## src/rtl/sram_bus_arbiter_if.sv

```systemverilog
// SRAM-like address/data phase bundle shared by requesters and the slave port.
// master drives req/cmd; slave answers addr_ok/data_ok/rdata.
interface sram_bus_arbiter_if #(
    parameter int CMD_W = 71
);
    logic             req;
    logic [CMD_W-1:0] cmd;
    logic             addr_ok;
    logic             data_ok;
    logic [31:0]      rdata;

    modport master (
        output req, cmd,
        input  addr_ok, data_ok, rdata
    );

    modport slave (
        input  req, cmd,
        output addr_ok, data_ok, rdata
    );
endinterface

```

## src/rtl/sram_bus_arbiter.sv

```systemverilog
// Two-requester arbiter (inst/data) onto one SRAM-like port, in-order responses.
// Define ARB_RR_EN for round-robin arbitration; default is data-over-inst priority.
module sram_bus_arbiter #(
    parameter int OUTST_DEPTH = 4,
    parameter int CMD_W       = 71
) (
    input logic            clk,
    input logic            resetn,
    sram_bus_arbiter_if.slave  inst,
    sram_bus_arbiter_if.slave  data,
    sram_bus_arbiter_if.master s
);
    localparam int AW = $clog2(OUTST_DEPTH);
    localparam logic [0:0] IDLE   = 1'b0;
    localparam logic [0:0] LOCKED = 1'b1;

    logic [0:0]             state;
    logic                   owner;
    logic [OUTST_DEPTH-1:0] fifo;
    logic [AW-1:0]          wp;
    logic [AW-1:0]          rp;
    logic [AW:0]            cnt;

    logic             lock_vld;
    logic             gnt_any;
    logic             gnt_data;
    logic             both_pick;
    logic             full;
    logic             xfer;
    logic             pop;
    logic             head;
    logic [CMD_W-1:0] gnt_cmd;

    // Lock only binds while its owner keeps requesting.
    assign lock_vld = (state == LOCKED) &
                      (owner ? data.req : inst.req);

`ifdef ARB_RR_EN
    logic prio;

    always_ff @(posedge clk) begin
        if (!resetn) begin
            prio <= 1'b1;
        end else if (xfer) begin
            prio <= ~gnt_data;
        end
    end

    assign both_pick = prio;
`else
    assign both_pick = 1'b1;
`endif

    always_comb begin
        gnt_any  = 1'b0;
        gnt_data = 1'b0;
        if (lock_vld) begin
            gnt_any  = 1'b1;
            gnt_data = owner;
        end else if (data.req & inst.req) begin
            gnt_any  = 1'b1;
            gnt_data = both_pick;
        end else if (data.req) begin
            gnt_any  = 1'b1;
            gnt_data = 1'b1;
        end else if (inst.req) begin
            gnt_any  = 1'b1;
            gnt_data = 1'b0;
        end
    end

    always_comb begin
        gnt_cmd = '0;
        if (gnt_any) begin
            gnt_cmd = gnt_data ? data.cmd : inst.cmd;
        end
    end

    // full comes only from the count register, so s_data_ok never reaches s_req.
    assign full   = (cnt == (AW + 1)'(OUTST_DEPTH));
    assign s.req  = resetn & gnt_any & ~full;
    assign s.cmd  = gnt_cmd;
    assign xfer   = s.req & s.addr_ok;

    assign inst.addr_ok = xfer & ~gnt_data;
    assign data.addr_ok = xfer & gnt_data;

    assign head = fifo[rp];
    assign pop  = resetn & s.data_ok & (cnt != '0);

    assign inst.data_ok = pop & ~head;
    assign data.data_ok = pop & head;
    assign inst.rdata   = s.rdata;
    assign data.rdata   = s.rdata;

    always_ff @(posedge clk) begin
        if (!resetn) begin
            state <= IDLE;
            owner <= 1'b0;
        end else if (s.req & ~s.addr_ok) begin
            state <= LOCKED;
            owner <= gnt_data;
        end else if ((state == LOCKED) & (xfer | ~lock_vld)) begin
            state <= IDLE;
        end
    end

    always_ff @(posedge clk) begin
        if (!resetn) begin
            wp  <= '0;
            rp  <= '0;
            cnt <= '0;
        end else begin
            if (xfer) begin
                fifo[wp] <= gnt_data;
                wp       <= wp + 1'b1;
            end
            if (pop) begin
                rp <= rp + 1'b1;
            end
            unique case ({xfer, pop})
                2'b10:   cnt <= cnt + 1'b1;
                2'b01:   cnt <= cnt - 1'b1;
                default: cnt <= cnt;
            endcase
        end
    end
endmodule

```

## src/flat_wrapper.sv

```systemverilog
// flat-port wrapper written by rule: the top's interface ports become plain ports
module sram_bus_arbiter_flat 
#(
    parameter int OUTST_DEPTH = 4,
    parameter int CMD_W       = 71
)
  (clk, resetn, inst_req, inst_cmd, inst_addr_ok, inst_data_ok, inst_rdata, data_req, data_cmd, data_addr_ok, data_data_ok, data_rdata, s_req, s_cmd, s_addr_ok, s_data_ok, s_rdata);
  sram_bus_arbiter_if #(.CMD_W(CMD_W)) inst_i ();
  sram_bus_arbiter_if #(.CMD_W(CMD_W)) data_i ();
  sram_bus_arbiter_if #(.CMD_W(CMD_W)) s_i ();
  input logic clk;
  input logic resetn;
  input wire logic [$bits(inst_i.req)-1:0] inst_req;
  input wire logic [$bits(inst_i.cmd)-1:0] inst_cmd;
  output wire logic [$bits(inst_i.addr_ok)-1:0] inst_addr_ok;
  output wire logic [$bits(inst_i.data_ok)-1:0] inst_data_ok;
  output wire logic [$bits(inst_i.rdata)-1:0] inst_rdata;
  input wire logic [$bits(data_i.req)-1:0] data_req;
  input wire logic [$bits(data_i.cmd)-1:0] data_cmd;
  output wire logic [$bits(data_i.addr_ok)-1:0] data_addr_ok;
  output wire logic [$bits(data_i.data_ok)-1:0] data_data_ok;
  output wire logic [$bits(data_i.rdata)-1:0] data_rdata;
  output wire logic [$bits(s_i.req)-1:0] s_req;
  output wire logic [$bits(s_i.cmd)-1:0] s_cmd;
  input wire logic [$bits(s_i.addr_ok)-1:0] s_addr_ok;
  input wire logic [$bits(s_i.data_ok)-1:0] s_data_ok;
  input wire logic [$bits(s_i.rdata)-1:0] s_rdata;
  assign inst_i.req = inst_req;
  assign inst_i.cmd = inst_cmd;
  assign inst_addr_ok = inst_i.addr_ok;
  assign inst_data_ok = inst_i.data_ok;
  assign inst_rdata = inst_i.rdata;
  assign data_i.req = data_req;
  assign data_i.cmd = data_cmd;
  assign data_addr_ok = data_i.addr_ok;
  assign data_data_ok = data_i.data_ok;
  assign data_rdata = data_i.rdata;
  assign s_req = s_i.req;
  assign s_cmd = s_i.cmd;
  assign s_i.addr_ok = s_addr_ok;
  assign s_i.data_ok = s_data_ok;
  assign s_i.rdata = s_rdata;
  sram_bus_arbiter #(.OUTST_DEPTH(OUTST_DEPTH), .CMD_W(CMD_W)) u_core (.clk(clk), .resetn(resetn), .inst(inst_i), .data(data_i), .s(s_i));
endmodule
```

## config.mk

```make
export PLATFORM = sky130hd
export DESIGN_NAME = sram_bus_arbiter_flat
export DESIGN_NICKNAME = d
export VERILOG_FILES = /design/src/rtl/sram_bus_arbiter_if.sv /design/src/rtl/sram_bus_arbiter.sv /design/src/flat_wrapper.sv
export SDC_FILE = /design/constraint.sdc
export NUM_CORES = 1
export LEC_CHECK = 0
export BUFFER_PORTS_ARGS = -buffer_cell sky130_fd_sc_hd__buf_2
export CAP_MARGIN = 20
export CORE_AREA = 3 3 123 125
export CTS_CLUSTER_DIAMETER = 50
export DETAILED_ROUTE_END_ITERATION = 8
export DIE_AREA = 0 0 126 128
export MAX_ROUTING_LAYER = met4
export SYNTH_ARGS = -nofsm -noshare
export SYNTH_HDL_FRONTEND = slang
export SYNTH_SLANG_ARGS = --single-unit
```

## constraint.sdc

```tcl
create_clock -name clk -period 6.3 [get_ports clk]
set_input_delay 1.26 -clock clk [delete_from_list [all_inputs] [get_ports clk]]
set_output_delay 1.26 -clock clk [all_outputs]
set_load 0.005 [all_outputs]
```

==> summary.md <==
| Metric | Value |
|---|---|
| Outcome | finished, final reports clean |
| Post-CTS Setup Bufs | 0 |
| Clk root buf | clkbuf_16 |
| Antenna cells | 0 |
| Synth Flop Type | dfxtp_1 |
| Max Fanout on Critical Path | 48 |
| Biggest area consumer among synthesized cells | buf_4 |
| Starting Density | 16.8% |
| Via-to-Cell Ratio | 4.31 |
| Hold Startpoint | u_core.rp[1] |
| Headroom to the max-slew limit | 41.1% |
| Fmax | 217 MHz |
| Worst-case clock buffer depth | 2 |
| Clock Latency Late Sink | 0.24 ns |
| Final setup violation count | 0 |
| Delay of the slowest critical-path stage | 0.85 ns |
| EDFF count, synth | 4 |
| Worst hold endpoint | u_core.rp[1] |
| Net Switching | 0.139 mW |
| Die ar. | 16100 µm² |
| CTS buffer count | 3 |
| Syn. warnings | 0 |
| Final Slew Violations | 0 |
| Port Buffer Count | 223 |
| Tmin final | 4.61 ns |
| Unrepaired setup endpoints after global routing | no |
| Gate power share | 46.6% |
| CTS resizes | 0 |
| Final HPWL DP | 7.15 mm |
| Total power | 0.408 mW |
| WL/cell | 13.3 µm |
| Critical-path cell list | buf_2 > and2_2 > buf_4 > o21ai_1 > buf_2 |
| Sequential area share after synthesis | 12.7% |
| Crit path arrival time | 3.35 ns |
| Fin. Hold Viols | 0 |
| Int Pwr | 0.269 mW |
| # DRC | 0 |
| Fin crit share | 73.2% |
| Crit Path Class | input pin to output port |
| Max cap viols | 0 |
| Worst slew pin tran | 0.884 ns |
| Leak | 1.66 nW |
| Total negative slack | 0 ns |
| Yosys top cell area share | 20.4% |
| WP data required | 5.04 ns |
| Sink Count | 13 |
| Cell variety after synth | 29 |
| Worst-path clk slew | 0.05 ns |
| Cells on Worst Hold Path | 1 |
| Sw Ratio | 34.1% |
| Top post-synthesis cells by area | buf_4, nand3_1, nand2_1 |
| Die Wd | 126 µm |
| Crit. End Element | output port |
| Net Count, Synth | 570 |
| Power per cell area | 130 nW/µm² |
| Critical path's top delay family | buffers and inverters |
| First-pass GRT wire length | 13.5 mm |
| Vias post-DR | 3010 |
| Rows | 43 |
| RePlAce Congestion | 0.753 |
| Register bit total from synthesis | 13 |
| Crit Reg-Reg Endpoint | u_core.cnt[2] |
| Initial antenna violation count | 0 |
| Proportion of layout cells with a drive suffix above 1 | 45.6% |
| Pin count of the biggest net entering global routing | 73 |
| Sequential cell fraction of total power | 23.8% |
| Vias in the first global route | 2718 |
| Final Skew | 0.00468 ns |
| Critical path launch point type | input pin |
| Mean Syn Cell Area | 6.14 µm² |
| Area delta synth->final | 33.6% |
| Slack of the worst reg-to-reg path | 4.04 ns |
| ANT nets after route | 0 |
| Mapped cell area | 2360 µm² |
| DRT Pass-1 Iters | 4 |
| # hold bufs at CTS | 0 |
| Die Y | 128 µm |
| Async set-or-reset flop fraction in the synthesized netlist | 0% |
| Core area | 14000 µm² |
| # nets final | 705 |
| Grt total ovfl | 0 |
| DRT iter0 DRCs | 126 |
| Critical path buffers and inverters | 3 |
| CP most frequent cell | buf_2 |
| Worst path slowest cell | and2_2 |
| Clock power share | 29.6% |
| WL final | 9.28 mm |
| Worst vdd ir | 76.5 µV |
| H-tree depth | 1 |
| Post-route setup slack | 1.69 ns |
| Ports | 320 |
| All-layer global routing usage | 10.5% |
| Post-synthesis cell count | 384 |
| Critical R2R Launch | u_core.cnt[2] |
| Worst r2r path cells | 9 |
| Synth top cells by count | nand2_1, nand3_1, buf_4, o21ai_1, clkbuf_1 |
| HP Class | register to register |
| Pre-CTS setup slack | 1.65 ns |
| Most common cell in the netlist | nand2_1 |
| CTS tree | yes |
## flip-flops by register name, indices dropped and copies added (netlist names)
signal,flops
u_core.fifo,4
u_core.cnt,3
u_core.rp,2
u_core.wp,2
u_core.owner,1
u_core.state,1
## layer usage
layer  wire (µm)  global-route usage, %
met5           0                      -
met4         312                   4.23
met3         830                   1.29
met2        4870                   19.7
met1        3260                   11.1
## power by group through the flow
stage / registers (mW) / clock network [mW] / logic (mW)
6_report: 0.0972 / 0.121 / 0.190
5_1_grt: 0.0981 / 0.125 / 0.214
4_1_cts: 0.0971 / 0.123 / 0.193
3_5_place_dp: 0.0985 / 0 / 0.192
3_3_place_gp: 0.0987 / 0 / 0.192
2_1_floorplan: 0.0974 / 0 / 0.129
## worst max-delay path by stage
stage / start / endpoint / slack (ns) / cells past startpoint
after floorplan: inst_req / s_cmd[63] / 2.98 / 6
after global placement: data_req / s_cmd[62] / 1.70 / 5
after detailed placement: data_req / s_cmd[57] / 1.65 / 5
after CTS: data_req / s_cmd[57] / 1.65 / 5
after global routing: data_req / s_cmd[34] / 1.50 / 5
final: data_req / s_cmd[57] / 1.69 / 5
## cell usage in the layout (no fill, tap or decap)
cell       instances
o21ai_0           16
buf_2            223
nand3b_1           1
and2_1             6
nand3_1           74
edfxtp_1           4
nor3b_1            1
o21ai_1           57
mux2_2             1
or3_1              1
nor2_1             7
mux2i_1            4
dfxtp_1            9
xor2_1             2
buf_4              4
o311ai_2           1
mux4_2             1
nand2_1           79
or2_2              1
fa_1               1
a21oi_1            2
and2_2             1
nor3b_2            1
inv_1              8
ha_1               5
clkbuf_1           1
clkbuf_16          3
o2bb2ai_1          1
nor3_1             3
## through the flow
stage | instance area, µm² | hold WS, ns | utilization [%] | cells
floorplan | 2360 | 0.442 | - | 384
global placement | 3070 | 0.461 | 21.9 | 694
detailed placement | 3070 | 0.468 | 21.9 | 694
CTS | 3150 | 0.475 | 22.5 | 698
global route | 3150 | 0.517 | 22.5 | 698
finish | 3150 | 0.475 | 22.5 | 698
## area by class of cell
class	count	area, µm²
clock buffer	4	78.8
multi-input combinational	266	1370
inverter	8	30.0
timing repair buffer	227	1150
sequential	13	300
tap	180	225
fill	1632	10800
## cell families after synthesis
family / share of synthesized area [%]
AND/OR/NAND/NOR: 33.6
buffers and inverters: 29.3
AO/OA/AOI/OAI: 17.0
flip-flops: 12.7
multiplexers: 3.13
adder cells (fa/ha/maj): 3.51
XOR/XNOR: 0.744
(Power assumes the default switching activity.)
